$ cat src/rtl/traffic_pkg.sv
// Shared types and constants for the two-road traffic light controller.
package traffic_pkg;

   typedef enum logic [2:0] {
      NS_G,
      NS_Y,
      EW_G,
      EW_Y,
      ALL_RED
   } state_t;

   localparam logic [2:0] LAMP_R = 3'b100;
   localparam logic [2:0] LAMP_Y = 3'b010;
   localparam logic [2:0] LAMP_G = 3'b001;

   localparam logic [3:0] BLANK_DIGIT = 4'hA;

   // Constant 0..99 to two packed BCD digits; used only for reload values.
   function automatic logic [7:0] to_bcd(input int unsigned v);
      to_bcd = {4'(v / 10), 4'(v % 10)};
   endfunction

endpackage

$ cat src/rtl/bcd_down2.sv
// Two-digit BCD down-counter with synchronous load (load beats dec).
module bcd_down2 #(
   parameter logic [7:0] RST_VAL = 8'h00
) (
   input  logic       clk,
   input  logic       rst_n,
   input  logic       load,
   input  logic [7:0] load_val,
   input  logic       dec,
   output logic [7:0] q
);

   always_ff @(posedge clk or negedge rst_n) begin
      if (!rst_n) begin
         q <= RST_VAL;
      end else if (load) begin
         q <= load_val;
      end else if (dec && (q != 8'h00)) begin
         // Ones digit borrows from tens: x0 -> (x-1)9; 00 holds.
         if (q[3:0] == 4'd0) begin
            q <= {q[7:4] - 4'd1, 4'd9};
         end else begin
            q <= {q[7:4], q[3:0] - 4'd1};
         end
      end
   end

endmodule

$ cat src/rtl/traffic_ctrl.sv
// Two-road intersection controller: phase FSM, BCD countdowns, lamps and
// seg-display feed, with an all-red emergency override.
module traffic_ctrl
   import traffic_pkg::*;
#(
   parameter int unsigned CLK_HZ   = 50_000_000,
   parameter int unsigned GREEN_S  = 25,
   parameter int unsigned YELLOW_S = 5
) (
   input  logic        clk,
   input  logic        rst_n,
   input  logic        emg,
   output logic [2:0]  ns_light,
   output logic [2:0]  ew_light,
   output logic [31:0] dat,
   output logic        pos
);

   localparam int unsigned   PW        = (CLK_HZ > 1) ? $clog2(CLK_HZ) : 1;
   localparam logic [PW-1:0] PRES_MAX  = PW'(CLK_HZ - 1);
   localparam logic [PW-1:0] PRES_HALF = PW'(CLK_HZ / 2);
   localparam logic [7:0]    G_BCD     = to_bcd(GREEN_S);
   localparam logic [7:0]    Y_BCD     = to_bcd(YELLOW_S);
   localparam logic [7:0]    GY_BCD    = to_bcd(GREEN_S + YELLOW_S);

   if (GREEN_S == 0 || GREEN_S > 94 || YELLOW_S == 0 || YELLOW_S > 9 ||
       GREEN_S + YELLOW_S > 99) begin : g_bad_params
      $error("traffic_ctrl: GREEN_S/YELLOW_S out of range");
   end

   state_t          state_q, state_d;
   logic [PW-1:0]   pres_q, pres_d;
   logic            emg_meta, emg_s;
   logic            tick;
   logic            ns_load, ew_load, ns_dec, ew_dec;
   logic [7:0]      ns_val, ew_val;
   logic [7:0]      ns_cnt, ew_cnt;

   always_ff @(posedge clk or negedge rst_n) begin
      if (!rst_n) begin
         emg_meta <= 1'b0;
         emg_s    <= 1'b0;
         state_q  <= NS_G;
         pres_q   <= '0;
      end else begin
         emg_meta <= emg;
         emg_s    <= emg_meta;
         state_q  <= state_d;
         pres_q   <= pres_d;
      end
   end

   assign tick = (pres_q == PRES_MAX);

   always_comb begin
      state_d = state_q;
      pres_d  = pres_q;
      ns_load = 1'b0;
      ew_load = 1'b0;
      ns_dec  = 1'b0;
      ew_dec  = 1'b0;
      ns_val  = G_BCD;
      ew_val  = GY_BCD;
      if (emg_s) begin
         // Preload reset values so leaving ALL_RED starts a fresh NS_G.
         state_d = ALL_RED;
         pres_d  = '0;
         ns_load = 1'b1;
         ew_load = 1'b1;
      end else if (state_q == ALL_RED) begin
         state_d = NS_G;
         pres_d  = '0;
         ns_load = 1'b1;
         ew_load = 1'b1;
      end else begin
         pres_d = tick ? '0 : pres_q + PW'(1);
         if (tick) begin
            ns_dec = 1'b1;
            ew_dec = 1'b1;
            case (state_q)
               NS_G: if (ns_cnt == 8'h01) begin
                  state_d = NS_Y;
                  ns_load = 1'b1;
                  ns_val  = Y_BCD;
               end
               NS_Y: if (ns_cnt == 8'h01) begin
                  state_d = EW_G;
                  ns_load = 1'b1;
                  ew_load = 1'b1;
                  ns_val  = GY_BCD;
                  ew_val  = G_BCD;
               end
               EW_G: if (ew_cnt == 8'h01) begin
                  state_d = EW_Y;
                  ew_load = 1'b1;
                  ew_val  = Y_BCD;
               end
               EW_Y: if (ew_cnt == 8'h01) begin
                  state_d = NS_G;
                  ns_load = 1'b1;
                  ew_load = 1'b1;
                  ns_val  = G_BCD;
                  ew_val  = GY_BCD;
               end
               default: ;
            endcase
         end
      end
   end

   bcd_down2 #(.RST_VAL(G_BCD)) u_ns_cnt (
      .clk      (clk),
      .rst_n    (rst_n),
      .load     (ns_load),
      .load_val (ns_val),
      .dec      (ns_dec),
      .q        (ns_cnt)
   );

   bcd_down2 #(.RST_VAL(GY_BCD)) u_ew_cnt (
      .clk      (clk),
      .rst_n    (rst_n),
      .load     (ew_load),
      .load_val (ew_val),
      .dec      (ew_dec),
      .q        (ew_cnt)
   );

   // Outputs decode flops only, so lamps and dat move together on the edge.
   always_comb begin
      ns_light = LAMP_R;
      ew_light = LAMP_R;
      case (state_q)
         NS_G:    ns_light = LAMP_G;
         NS_Y:    ns_light = LAMP_Y;
         EW_G:    ew_light = LAMP_G;
         EW_Y:    ew_light = LAMP_Y;
         default: ;
      endcase
      if (state_q == ALL_RED) begin
         dat = {4{4'h0, BLANK_DIGIT}};
         pos = 1'b0;
      end else begin
         dat = {4'h0, ns_cnt[7:4], 4'h0, ns_cnt[3:0], 4'h0, ew_cnt[7:4], 4'h0, ew_cnt[3:0]};
         pos = (pres_q < PRES_HALF);
      end
   end

endmodule
$ cat config.mk
export PLATFORM = sky130hd
export DESIGN_NAME = traffic_ctrl
export DESIGN_NICKNAME = d
export VERILOG_FILES = /design/src/rtl/traffic_pkg.sv /design/src/rtl/bcd_down2.sv /design/src/rtl/traffic_ctrl.sv
export SDC_FILE = /design/constraint.sdc
export NUM_CORES = 1
export LEC_CHECK = 0
export CORE_MARGIN = 3
export CORE_UTILIZATION = 59
export CTS_CLUSTER_SIZE = 40
export DETAILED_ROUTE_END_ITERATION = 10
export HOLD_SLACK_MARGIN = 0.05
export PLACE_DENSITY = 0.85
export SLEW_MARGIN = 20
export SYNTH_ARGS = -nofsm -noshare
export SYNTH_HDL_FRONTEND = slang
export SYNTH_HIERARCHICAL = 1
export SYNTH_SLANG_ARGS = --single-unit
export TNS_END_PERCENT = 1
$ cat constraint.sdc
create_clock -name clk -period 7.3 [get_ports clk]
set_input_delay 0.73 -clock clk [delete_from_list [all_inputs] [get_ports clk]]
set_output_delay 0.73 -clock clk [all_outputs]
set_load 0.02 [all_outputs]
* After elaboration in Yosys (flattened, before gate mapping)
Index checks and enable logic that the tools add are counted.
** Storage, ports and cells
- Register bits after elaboration :: 47
- Input port bits :: 3
- Output and inout port bits :: 39
** Cells by class
- Add/subtract/negate cells :: 5
- Magnitude comparators :: 1
- Equality and inequality tests :: 11
- Mux-type cells :: 46
- Reduce and logical (&&, ||, !) cells :: 18
** Operator list (count)
- two-way mux 26 bit :: 3
- two-way mux 6 bit :: 8
- two-way mux 8 bit :: 6
- two-way mux 28 bit :: 1
- adder 26 x 1 -> 26 bit, second input constant :: 1
- == test 26 bit, second input constant :: 1
- < comparator 26 x 25 -> 1 bit, second input constant :: 1
- case mux 6 bit (2 select lines) :: 2
- two-way mux 3 bit :: 7
- == test 8 x 1 -> 1 bit, second input constant :: 2
- inequality test 4 bit, second input constant :: 4
- nonzero test 8 bit :: 2
- subtractor 4 x 1 -> 4 bit, second input constant :: 4
- two-way mux 1 bit :: 12
- case mux 3 bit (2 select lines) :: 2
- case mux 3 bit (4 select lines) :: 1
- two-way mux 5 bit :: 2
- logical NOT 4 bit :: 2
- nonzero test 2 bit :: 4
- == test 3 x 2 -> 1 bit, second input constant :: 2
- AND reduction 6 bit :: 1
- nonzero test 6 bit :: 1
- case mux 1 bit (2 select lines) :: 2
- AND reduction 2 bit :: 2
- 6 further kinds :: 8

* Longest topological paths before layout
- Word-level depth :: 8
- Mapped depth :: 10
- Mapped depth without buffers :: 8

* Cells and area by module
The synthesis kept the hierarchy.
** Modules (own cells, without submodules)
- traffic_ctrl :: instances 1, cells each 225, area each 1955.6 µm²
- bcd_down2 (u_ns_cnt) :: instances 1, cells each 55, area each 513.0 µm²
- bcd_down2 (u_ew_cnt) :: instances 1, cells each 55, area each 511.7 µm²

* Worst setup path before layout
Ideal clock, no wire load.
- Path type :: reg-to-reg
- Start point :: register pres_q[7]
- End point :: register u_ew_cnt.q[7]
- Data arrival time :: 2.831 ns
- Required time :: 7.218 ns
- Path slack :: 4.387 ns
- Stages on the path, launching flop included :: 9
- Path buffers :: 1
- Clock period less this slack :: 2.913 ns
- Cells stage by stage :: dfrtp_1 > nor4_2 > nand4b_1 > or3_1 > buf_2 > nor3_2 > or4b_4 > or4_1 > a31oi_1
** Between the ends
- Cells in the longest elaborated chain, start to end :: 7
- Elaborated cells on any way between the ends :: 12
- Those cells by class :: 1 x eq/ne; 7 x mux; 4 x reduce/logical
** RTL lines
- start, declared :: line traffic_ctrl.sv:32 : logic [PW-1:0] pres_q, pres_d;
- start signal, assigned :: line traffic_ctrl.sv:49 : pres_q <= pres_d;
- == test 26 bit :: line traffic_ctrl.sv:53 : assign tick = (pres_q == PRES_MAX);
- two-way mux 1 bit :: line traffic_ctrl.sv:77 : if (tick) begin
- two-way mux 1 bit :: line traffic_ctrl.sv:70 : end else if (state_q == ALL_RED) begin
- two-way mux 1 bit :: line traffic_ctrl.sv:64 : if (emg_s) begin
- via ew_dec :: line traffic_ctrl.sv:35 : logic ns_load, ew_load, ns_dec, ew_dec;
- logical AND 1 bit :: line bcd_down2.sv:18 : end else if (dec && (q != 8'h00)) begin
- nonzero test 2 bit (no line)
- AND reduction 2 bit (no line)
- end signal, assigned :: line bcd_down2.sv:17 : q <= load_val;
- end signal, assigned :: line bcd_down2.sv:21 : q <= {q[7:4] - 4'd1, 4'd9};
- end signal, assigned :: line bcd_down2.sv:23 : q <= {q[7:4], q[3:0] - 4'd1};
- end, declared :: line bcd_down2.sv:10 : output logic [7:0] q
The timed path passes the listed nets, and every way through them passes these cells.
A chain may end at the register's enable or synchronous reset.

* Worst setup path after layout
Same ends and word-level chain as after synthesis.

==> flow_summary.json <==
{
  "outcome": "complete, no violations",
  "clock_sinks": 47,
  "core_mm2": 0.004817,
  "worstPathArrival_ps": 3560,
  "slowest_delay_ps": 550,
  "ys_seq_elements": 47,
  "synth.distinct_cells": 53,
  "cp_max_fo": 11,
  "post-route-period-util_pct": 45.54,
  "setup_tns_ps": 0,
  "hold_class": "reg -> reg",
  "crit_required_ps": 7530,
  "postCtsSetupBuffers": 0,
  "gr-total-overflow": 0,
  "drv_cap": 0,
  "fillers": 397,
  "final_core_util_pct": 70.03,
  "clk_pin_slew_worst_paths_ps": 90,
  "synthToLayoutAreaGrowth_pct": 13.18,
  "total_leakage_power_uw": 0.001360,
  "wl_met2_um": 3134,
  "firstDrtPassIters": 4,
  "rsz0062_at_grt": "no",
  "clockBufferDepth": 2,
  "layout_commonest_cell": "nor2_1",
  "hpwlAfterDp_um": 4442,
  "drt-met1-wl_um": 2818,
  "setup_viol": 0,
  "rows": 25,
  "cp-end-kind": "flop",
  "worstSetupPathType": "reg -> reg",
  "ys.warnings.count": 6,
  "synth_area_per_cell_um2": 8.897,
  "detail_route.wirelength_um": 6301,
  "antenna_found_initial": 0,
  "hold_ws_ps": 378.2,
  "cts_resized": 0,
  "die_area_mm2": 0.005941,
  "numCtsBuffers": 5,
  "drtAntennaViolNets": 0,
  "grt_start_max_net_pins": 48,
  "final-max-slew-violation-count": 0,
  "ios": 42,
  "max_freq_mhz": 300.8,
  "root_buffer": "clkbuf_8",
  "grt_pass1_vias": 2473,
  "slew-limit-headroom_pct": 48.18,
  "drt-wirelength-per-cell_um": 14.55,
  "powerDensity_mw_per_mm2": 160.8,
  "synth_area_mm2": 0.002980,
  "hold_violations": 0,
  "io_buffers": 25,
  "drc": 0,
  "die_x_um": 77.08,
  "timing.final.crit_period_ps": 3325,
  "ys_seq_area_share_pct": 39.67,
  "layout-drive-gt1-share_pct": 10.38,
  "vias": 2457,
  "h-tree-depth": 2,
  "cts_hold_buffers": 0,
  "die_y_um": 77.08,
  "clk_latency_ps": 310,
  "dr_wl_met3_um": 238,
  "crit_slowest_cell": "or3_1",
  "drt_first_iter_violations": 137,
  "grt_pass1_wl_um": 11220,
  "tritoncts": "done",
  "skew_ps": 2.961,
  "track_usage_pct": 23.05,
  "synth_edf_count": 0,
  "finalPower_uw": 542.6,
  "gp_congestion": 0.8875,
  "n_antenna_cell": 0,
  "path_cells": "nor4_2 -> nand4b_1 -> or3_1 -> nor3_2 -> or4b_4 -> or4_1 -> a31oi_1",
  "final_cell_mix": "nor2_1 (45), dfrtp_1 (42), conb_1 (24), clkdlybuf4s50_1 (24), inv_1 (18)",
  "fin_nets": 373,
  "cp-start-kind": "flop",
  "ir_worst_vdd_mv": 0.09714,
  "via_per_inst": 5.674,
  "pre_cts_ws_ps": 4077,
  "highest_layer": "met4",
  "synth-async-reset-ratio_pct": 100.0,
  "tightest_slew_ps": 775.4,
  "initial_utilization_pct": 61.87,
  "ys.flop_type": "dfrtp_1",
  "fin_ws_ps": 3976,
  "netlist_instances": 335
}
-- flip-flops by register name, indices dropped and copies added (netlist names) --
register / count
pres_q: 26
u_ew_cnt/q: 8
u_ns_cnt/q: 8
state_q: 3
emg_meta: 1
emg_s: 1
-- power by group --
part           internal, uW  switching [uW]
registers               267            11.5
clock network           113            91.0
logic                  22.6            37.6
-- layer usage --
layer	global-route usage, %	vias to the layer above
met4	8.007	0
met1	29.06	1181
li1	-	1206
met3	4.108	13
met5	0	-
met2	39.81	57
-- path summary, 6_finish.rpt --
kind                       startpoint       endpoint  cells past startpoint  slack [ps]
min in group asynchronous       rst_n      pres_q[3]                      1         400
max reg2reg                 pres_q[7]  u_ew_cnt/q[7]                      7        3980
min                          emg_meta          emg_s                      0         380
max in group asynchronous       rst_n  u_ew_cnt/q[5]                      1        6490
min reg2reg                  emg_meta          emg_s                      0         380
max                         pres_q[7]  u_ew_cnt/q[7]                      7        3980
-- cell families (layout without fill, tap and decap cells) --
family / Yosys count / in the layout / share of synthesized area [%]
and+or+nand+nor: 164 / 164 / 31.65
AOI/OAI and AO/OA: 48 / 48 / 11.21
DFF: 47 / 47 / 39.67
buffers and inverters: 45 / 53 / 7.850
xor gates and xnor gates: 24 / 24 / 7.053
adders and majority gates: 5 / 5 / 2.099
other: 1 / 24 / 0.1258
muxes: 1 / 1 / 0.3359
-- through the flow --
step	std cells	instance area (um2)
finish	433	3373
global route	433	3373
CTS	433	3371
detailed placement	425	3249
global placement	425	3249
floorplan	358	3067
-- synth_stat cells, types with 3 or more instances --
library cell	number	area (um2)
nor2b_1	11	68.82
or4_1	6	45.04
nand3_1	15	75.07
a31oi_1	8	50.05
clkbuf_1	7	26.28
o21ai_0	12	60.06
buf_2	3	15.01
nand2b_1	6	37.54
nor3b_1	5	37.54
a311oi_1	4	35.03
nand4_1	7	43.79
a211oi_1	3	22.52
inv_1	18	67.56
nor2_1	45	168.9
or2_2	9	56.30
dfrtp_1	42	1051
buf_4	16	120.1
nand2_1	17	63.81
xnor2_1	10	87.58
and4_1	3	26.28
and3_1	4	25.02
or3_1	3	18.77
dfstp_2	5	131.4
xor2_1	14	122.6
nor3_1	7	35.03
a221o_1	4	40.04
a21oi_1	5	25.02
nor4_1	6	37.54
ha_1	5	62.56
-- final cells by class --
cell class	count	area [um2]	share of cell area [%]
Sequential cell	47	1182	35.05
Tap cell	67	83.83	2.485
Inverter	18	67.56	2.003
Clock inverter	2	38.79	1.150
Clock buffer	6	82.58	2.448
Multi-Input combinational cell	266	1655	49.07
Timing Repair Buffer	27	262.8	7.789
-- critical path: cells and delay by family (launching register included) --
family | cells | cell delay [ps]
flip-flops | 1 | 450
AND/OR/NAND/NOR | 6 | 2610
AO/OA/AOI/OAI | 1 | 190
Note: power is estimated with default switching activity, not from simulation.
